--- src/rtl/ether_rx_driver.sv ---
// MII receive driver: strips preamble/SFD, checks EtherType 0x0800 and frame length,
// and presents whole frames on a valid/ready port with sticky error and drop counters.
module ether_rx_driver #(
  parameter int unsigned ETH_MAX_FRAME_SIZE = 256
) (
  input  logic                                  clk,
  input  logic                                  rst,
  input  logic [3:0]                            mii_rxd,
  input  logic                                  mii_rx_dv,
  input  logic                                  mii_rx_err,
  output logic [ETH_MAX_FRAME_SIZE-1:0]         rx_drv_rd_data,
  output logic [$clog2(ETH_MAX_FRAME_SIZE/4):0] rx_drv_rd_len,
  output logic                                  rx_drv_rd_valid,
  input  logic                                  rx_drv_rd_ready,
  output logic [4:0]                            rx_err_status,
  input  logic                                  rx_err_clr,
  output logic [7:0]                            rx_drop_count
);

  localparam int unsigned MAX_NIB  = ETH_MAX_FRAME_SIZE / 4;
  localparam int unsigned LEN_W    = $clog2(MAX_NIB) + 1;
  localparam int unsigned MIN_NIB  = 28;
  localparam int unsigned TYPE_LO  = 24;
  localparam int unsigned TYPE_HI  = 27;
  localparam int unsigned ERR_PRE  = 0;
  localparam int unsigned ERR_MII  = 1;
  localparam int unsigned ERR_TYPE = 2;
  localparam int unsigned ERR_LEN  = 3;
  localparam int unsigned ERR_BUSY = 4;
  localparam logic [3:0]  NIB_PRE  = 4'hA;
  localparam logic [3:0]  NIB_SFD  = 4'hB;

  typedef enum logic [2:0] {
    S_IDLE, S_PREAMBLE, S_RECEIVE, S_HOLD, S_DROP
  } state_t;

  state_t           state, state_next;
  logic             dv_q;
  logic [LEN_W-1:0] cnt;
  logic             rise, handshake, len_bad, type_bad, full;
  logic [3:0]       exp_nib;
  logic [4:0]       err_set;
  logic             drop_inc, nib_we, rx_start, hold_load;

  assign rise      = mii_rx_dv & ~dv_q;
  assign handshake = rx_drv_rd_valid & rx_drv_rd_ready;
  assign len_bad   = cnt[0] | (cnt < LEN_W'(MIN_NIB));
  assign full      = (cnt == LEN_W'(MAX_NIB));
  assign exp_nib   = (cnt == LEN_W'(TYPE_LO + 1)) ? 4'h8 : 4'h0;
  assign type_bad  = (cnt >= LEN_W'(TYPE_LO)) && (cnt <= LEN_W'(TYPE_HI)) && (mii_rxd != exp_nib);

  // State register
  always_ff @(posedge clk or negedge rst) begin
    if (!rst) state <= S_IDLE;
    else      state <= state_next;
  end

  // Next-state decode
  always_comb begin
    state_next = state;
    unique case (state)
      S_IDLE:
        if (rise) state_next = (mii_rx_err || mii_rxd != NIB_PRE) ? S_DROP : S_PREAMBLE;
      S_PREAMBLE:
        if (!mii_rx_dv || mii_rx_err)  state_next = S_DROP;
        else if (mii_rxd == NIB_SFD)   state_next = S_RECEIVE;
        else if (mii_rxd != NIB_PRE)   state_next = S_DROP;
      S_RECEIVE:
        if (!mii_rx_dv)                          state_next = len_bad ? S_IDLE : S_HOLD;
        else if (mii_rx_err || full || type_bad) state_next = S_DROP;
      S_HOLD:
        if (handshake) state_next = mii_rx_dv ? S_DROP : S_IDLE;
      S_DROP:
        if (!mii_rx_dv) state_next = S_IDLE;
      default: state_next = S_IDLE;
    endcase
  end

  // Per-state actions: error flags, drop counting and datapath strobes
  always_comb begin
    err_set   = '0;
    drop_inc  = 1'b0;
    nib_we    = 1'b0;
    rx_start  = 1'b0;
    hold_load = 1'b0;
    unique case (state)
      S_IDLE:
        if (rise) begin
          if (mii_rx_err)             begin err_set[ERR_MII] = 1'b1; drop_inc = 1'b1; end
          else if (mii_rxd != NIB_PRE) begin err_set[ERR_PRE] = 1'b1; drop_inc = 1'b1; end
        end
      S_PREAMBLE:
        if (!mii_rx_dv)               begin err_set[ERR_PRE] = 1'b1; drop_inc = 1'b1; end
        else if (mii_rx_err)          begin err_set[ERR_MII] = 1'b1; drop_inc = 1'b1; end
        else if (mii_rxd == NIB_SFD)  rx_start = 1'b1;
        else if (mii_rxd != NIB_PRE)  begin err_set[ERR_PRE] = 1'b1; drop_inc = 1'b1; end
      S_RECEIVE:
        if (!mii_rx_dv) begin
          if (len_bad) begin err_set[ERR_LEN] = 1'b1; drop_inc = 1'b1; end
          else         hold_load = 1'b1;
        end
        else if (mii_rx_err) begin err_set[ERR_MII]  = 1'b1; drop_inc = 1'b1; end
        else if (full)       begin err_set[ERR_LEN]  = 1'b1; drop_inc = 1'b1; end
        else if (type_bad)   begin err_set[ERR_TYPE] = 1'b1; drop_inc = 1'b1; end
        else                 nib_we = 1'b1;
      S_HOLD:
        if (rise) begin err_set[ERR_BUSY] = 1'b1; drop_inc = 1'b1; end
      S_DROP: ;
      default: ;
    endcase
  end

  // Datapath and status registers; dv_q resets high so a frame already in flight is ignored
  always_ff @(posedge clk or negedge rst) begin
    if (!rst) begin
      dv_q            <= 1'b1;
      cnt             <= '0;
      rx_drv_rd_data  <= '0;
      rx_drv_rd_len   <= '0;
      rx_drv_rd_valid <= 1'b0;
      rx_err_status   <= '0;
      rx_drop_count   <= '0;
    end else begin
      dv_q <= mii_rx_dv;
      if (rx_start)    cnt <= '0;
      else if (nib_we) cnt <= cnt + LEN_W'(1);
      if (rx_start) begin
        rx_drv_rd_data <= '0;
      end else begin
        for (int unsigned i = 0; i < MAX_NIB; i++)
          if (nib_we && cnt == LEN_W'(i))
            rx_drv_rd_data[ETH_MAX_FRAME_SIZE-1-4*i -: 4] <= mii_rxd;
      end
      if (hold_load) rx_drv_rd_len <= cnt;
      if (hold_load)      rx_drv_rd_valid <= 1'b1;
      else if (handshake) rx_drv_rd_valid <= 1'b0;
      rx_err_status <= (rx_err_status & {5{~rx_err_clr}}) | err_set;
      if (drop_inc && rx_drop_count != 8'hFF) rx_drop_count <= rx_drop_count + 8'd1;
    end
  end

endmodule

--- config.mk ---
export PLATFORM = sky130hd
export DESIGN_NAME = ether_rx_driver
export DESIGN_NICKNAME = d
export VERILOG_FILES = /design/src/rtl/ether_rx_driver.sv
export SDC_FILE = /design/constraint.sdc
export NUM_CORES = 1
export LEC_CHECK = 0
export BUFFER_PORTS_ARGS = -buffer_cell sky130_fd_sc_hd__buf_2
export CORE_ASPECT_RATIO = 0.6
export CORE_MARGIN = 2
export CORE_UTILIZATION = 45
export CTS_BUF_LIST = sky130_fd_sc_hd__clkbuf_8
export DETAILED_ROUTE_END_ITERATION = 6
export PLACE_DENSITY = 0.68
export SYNTH_ARGS = -nofsm -noshare
export SYNTH_HDL_FRONTEND = slang
export SYNTH_SLANG_ARGS = --single-unit
--- constraint.sdc ---
create_clock -name clk -period 3.49 [get_ports clk]
set_input_delay 0.698 -clock clk [delete_from_list [all_inputs] [get_ports clk]]
set_output_delay 0.698 -clock clk [all_outputs]
set_load 0.005 [all_outputs]
# Word-level counts from Yosys, hierarchy flattened
# Index checks and enable logic that the tools add are counted.
[totals]
register_bits = 288
inputBits = 10
output_inout_bits = 277
elab_cells = 423
[classes]
addsub = 2
magnitude_cmp = 3
eq_ne = 77
muxes = 122
bitwise = 7
reduce_logical = 141
[op_table]
columns = ["op", "n"]
rows = [
  ["two-way mux 4 bit", 65],
  ["two-way mux 256 bit", 1],
  ["equality test 7 x 6 -> 1 bit, second input constant", 32],
  ["nonzero test 2 bit", 66],
  ["equality test 7 x 5 -> 1 bit, second input constant", 16],
  ["logical AND 1 bit", 67],
  ["equality test 7 x 4 -> 1 bit, second input constant", 8],
  ["two-way mux 1 bit", 35],
  ["two-way mux 3 bit", 10],
  ["equality test 7 x 3 -> 1 bit, second input constant", 4],
  ["case mux 3 bit (5 select lines)", 1],
  ["equality test 7 x 2 -> 1 bit, second input constant", 2],
  ["two-way mux 7 bit", 2],
  ["two-way mux 2 bit", 5],
  ["adder 8 x 1 -> 8 bit, second input constant", 1],
  ["!= test 4 bit, second input constant", 2],
  ["!= test 8 bit, second input constant", 1],
  ["adder 7 x 1 -> 7 bit, second input constant", 1],
  ["equality test 7 x 1 -> 1 bit, second input constant", 1],
  ["equality test 7 bit, second input constant", 1],
  [">= comparator 7 x 5 -> 1 bit, second input constant", 1],
  ["<= comparator 7 x 5 -> 1 bit, second input constant", 1],
  ["logical NOT 7 bit", 1],
  ["less-than comparator 7 x 5 -> 1 bit, second input constant", 1],
  ["other kinds (19)", 27],
]

# Depth between registers and ports, before layout
[depth]
depth_word = 12
depth_mapped = 12

# Worst setup path after synthesis
# OpenSTA, ideal clock, no wires.
[synth_path]
path_kind = "register to register"
startpoint = "reg cnt[0]"
endpoint = "reg rx_drv_rd_data[120]"
setup_ps = 132
arrival_ps = 2495
required_ps = 3358
path_slack_ps = 863
path_stages_with_launch = 13
n_path_buf = 4
synth_period_minus_slack_ps = 2627
path_cell_list = "dfrtp_1 > clkbuf_1 > inv_1 > ha_1 > or3b_1 > buf_2 > o211a_1 > o311ai_4 > buf_6 > or3_1 > buf_2 > mux2i_1 > nor2_1"
[synth_between]
elab_chain_len = 11
word_cells_on_any_way = 16
[synth_lines]
columns = ["item", "line_no", "text"]
rows = [
  ["start: declaration", "39", "logic [LEN_W-1:0] cnt;"],
  ["start signal: assignment", "126", "else if (nib_we) cnt <= cnt + LEN_W'(1);"],
  ["equality test 7 x 5 -> 1 bit", "49", "assign exp_nib = (cnt == LEN_W'(TYPE_LO + 1)) ? 4'h8 : 4'h0;"],
  ["two-way mux 4 bit", "49", ""],
  ["!= test 4 bit", "50", "assign type_bad = (cnt >= LEN_W'(TYPE_LO)) && (cnt <= LEN_W'(TYPE_HI)) && (mii_rxd != exp_nib);"],
  ["logical AND 1 bit", "50", ""],
  ["two-way mux 1 bit", "104", "else if (type_bad) begin err_set[ERR_TYPE] = 1'b1; drop_inc = 1'b1; end"],
  ["two-way mux 1 bit", "103", "else if (full) begin err_set[ERR_LEN] = 1'b1; drop_inc = 1'b1; end"],
  ["two-way mux 1 bit", "102", "else if (mii_rx_err) begin err_set[ERR_MII] = 1'b1; drop_inc = 1'b1; end"],
  ["two-way mux 1 bit", "98", "if (!mii_rx_dv) begin"],
  ["two-way mux 1 bit", "86", "unique case (state)"],
  ["logical AND 1 bit (*)", "131", "if (nib_we && cnt == LEN_W'(i))"],
  ["nonzero test 2 bit (no line) (*)", "--", ""],
  ["end signal: indexed assignment", "132", "rx_drv_rd_data[ETH_MAX_FRAME_SIZE-1-4*i -: 4] <= mii_rxd;"],
  ["end: declaration", "11", "output logic [ETH_MAX_FRAME_SIZE-1:0] rx_drv_rd_data,"],
]
# Mark *: on every way between the ends. The rest lies on a longest branch, timed or not.
# A chain may end at the register's enable or synchronous reset.

# Worst setup path in the final report
[layout_path]
startpoint = "reg cnt[0]"
endpoint = "reg rx_drv_rd_data[39]"
# Same word-level chain as after synthesis.

==> run metrics <==
IR drop worst, VDD=approximately 0.00024 V; Syn-to-layout area delta=21.4%; DRC violations left=0; Reg-to-Reg Start=cnt[0]; startpoint types=flip-flop; Crit path required time=3.94 ns; setup bufs post-CTS=0; vias per cell=~5.5; Clock transition at path regs=around 0.07 ns; cell row count=47; Ys Warns=0; Final Cycle Share=0.899; TritonRoute pass-1 iters=5; most common cell after layout, fill and taps aside=dfrtp_1; ratio of cells with drive above 1 in the final layout=0.273; EDFF count, synth=0; CTS Hold Bufs=0; outcome=completed; commonest register cell after synthesis=dfrtp_1; worst rel slew slack=0.358; critical path launch point=cnt[0]; Final min period=roughly 3.1 ns; slowest stage delay, CP=around 0.63 ns; Syn Area/Cell=around 10 um2; Slew Limit Fails=0; Port-buffer cells=286; Max Clk Rate=0.319 GHz; post-synthesis cell count=1242; DR vias=approximately 10000; ys async rst share=1.00; n_diodes=0; crit end category=flip-flop; Power Dens Cells=430 nW/um2; Worst Skew=around 0.027 ns; critical-path cell list=ha_1 > and4b_1 > o2111ai_1 > o311ai_4 > buf_4 > or3_1 > mux2i_1 > nor2_1; CTS root buf=clkbuf_8; Num CTS Buffers=44; largest fanout on the critical path=11; arrival time worst endpoint=3.59 ns; Post-Route Setup TNS=0 ns; wire per inst=21.0 um; synthesized net count=roughly 1300; DP Worst Slack=roughly 0.35 ns; Die W=220 um; GRT overflow=0; Ports=287; Seq cells post-synth=roughly 290; initial DRC count=just under 800; CTS tree=done; clk sink count=between 200 and 300; critical path type=flip-flop to flip-flop; Inst Count DP=approximately 1800; Global Route Usage Sum=0.272; Synth Cell Area=about 13000 um2; cts repair resizes=0; first-pass GRT wire length=61200 um; max-cap viol count=0; number of global-route vias before repair=between 10000 and 15000; Die ar.=between 20000 and 30000 um2; Slew @ Worst Pin=0.962 ns; HPWL after DPL=26400 um; Hold Fails Final Rpt=0; CTS Buffer Depth=3; setup violators final=0; Initial Utilization=0.459; final core utilization=0.557; CTS HTree Levels=2; Worst Hold Class=primary input to asynchronous set/reset pin; Netlist cell types=55; slack of the critical path=0.351 ns; Finished Layout Cells=roughly 1900; most frequent cells in the layout=dfrtp_1, buf_2, nand2_1; sequential share of the synthesized area=0.570; critical path's slowest cell=o311ai_4; initial antenna violation count=2; Detailed Route WL=around 40000 um; Placer Congestion=about 0.86; nets=1527; LEAKAGE=8.40 nW; clock latency at the later pin of the worst-skew pair=about 0.58 ns; RSZ-0062 raised after global routing=false; largest net degree at the start of global routing=92; Die Ht=roughly 130 um; final antenna-violating net count=0; Core Box Area=27600 um2; Worst Reg2Reg Path Length in Cells=8
critical path, delay by kind of cell, from the launching register on:
kind,cells,cell delay [ns]
flip-flops,1,0.54
adder cells (fa/ha/maj),1,0.36
buffers and inverters,1,0.40
multiplexers,1,0.22
AO/OA/AOI/OAI,2,0.91
AND/OR/NAND/NOR,3,0.59
cell families after synthesis:
| logic type | count (synthesis) | synth area share |
|---|---|---|
| AO/OA/AOI/OAI | 251 | 0.107 |
| buffers and inverters | 106 | 0.0376 |
| multiplexers | 117 | 0.0932 |
| flip-flops | 288 | 0.570 |
| adder cells (fa/ha/maj) | 5 | 0.00494 |
| AND/OR/NAND/NOR | 462 | 0.179 |
| XOR/XNOR | 13 | 0.00900 |
registers in the layout (all words and copies together) (netlist names):
| name | cells |
|---|---|
| dv_q | 1 |
| rx_drv_rd_data | 256 |
| rx_drop_count | 8 |
| rx_drv_rd_len | 7 |
| cnt | 7 |
| state | 3 |
| rx_drv_rd_valid | 1 |
| rx_err_status | 5 |
final timing paths:
kind | end | slack [ns]
max in group asynchronous | rx_drv_rd_data[105] | 2.40
min reg2reg | rx_drv_rd_data[156] | 0.49
max reg2reg | rx_drv_rd_data[39] | 0.35
min in group clk | dv_q | 0.32
max | rx_drv_rd_data[39] | 0.35
min | rx_drv_rd_data[182] | 0.15
synth_stat cells, types with 2 or more instances:
library cell  count  share of area
a311o_1           2         0.0016
nand4_1          11         0.0054
buf_12            2         0.0032
o31a_1            2         0.0014
xnor2_1           8         0.0055
nand2b_1          3         0.0015
xor2_1            5         0.0035
o22ai_1           2        0.00099
nor4_1            2        0.00099
inv_1            12         0.0036
clkbuf_1         50          0.015
and2_1            6         0.0030
nand2_1         200          0.059
mux2_2            6         0.0053
nor2b_1           7         0.0035
nor4bb_1          2         0.0016
nand3_1          23         0.0091
nor3_4           24          0.031
o21ai_0         149          0.059
dfrtp_1         287           0.57
or3_1             9         0.0044
o31ai_1           2         0.0012
mux2i_1         111          0.088
nor2_1          151          0.045
and3_1            8         0.0040
ha_1              5         0.0049
buf_1            13         0.0039
or4b_2            2         0.0016
and4_1            3         0.0021
a21oi_1          82          0.032
buf_2            27          0.011
nor3_1            3         0.0012
per-layer routing:
metal / wire (um) / GRT usage / vias to the layer above
li1: - / - / 4751
met1: 18200 / 0.401 / 5223
met2: 17200 / 0.383 / 423
met3: 3630 / 0.0823 / 69
met4: 1110 / 0.0846 / 0
met5: 0 / 0 / -
area by class of cell:
class / instances / area (um2)
multi-input combinational: 848 / 4990
clock inverter: 25 / 159
sequential: 288 / 7210
tap: 367 / 459
fill: 2453 / 12200
inverter: 12 / 45.0
clock buffer: 53 / 729
timing repair buffer: 318 / 1770
stage by stage:
step                      total power [mW]  hold slack, ns  area, um2
final                                 6.61           0.151      15400
after global placement                3.77           0.463      14500
after floorplan                       3.61           0.402      12700
after global routing                  6.84           0.189      15400
after detailed placement              3.78           0.466      14500
after CTS                             6.66           0.158      15400
report_power, final:
part           internal, mW  leakage [nW]  switching (mW)  total, mW
clock                  1.53         0.523            1.37       2.89
sequential             3.37          4.00          0.0560       3.43
combinational        0.0920          3.88           0.196      0.288
total                  4.99          8.40            1.62       6.61
Power figures use the tool's default switching activity.
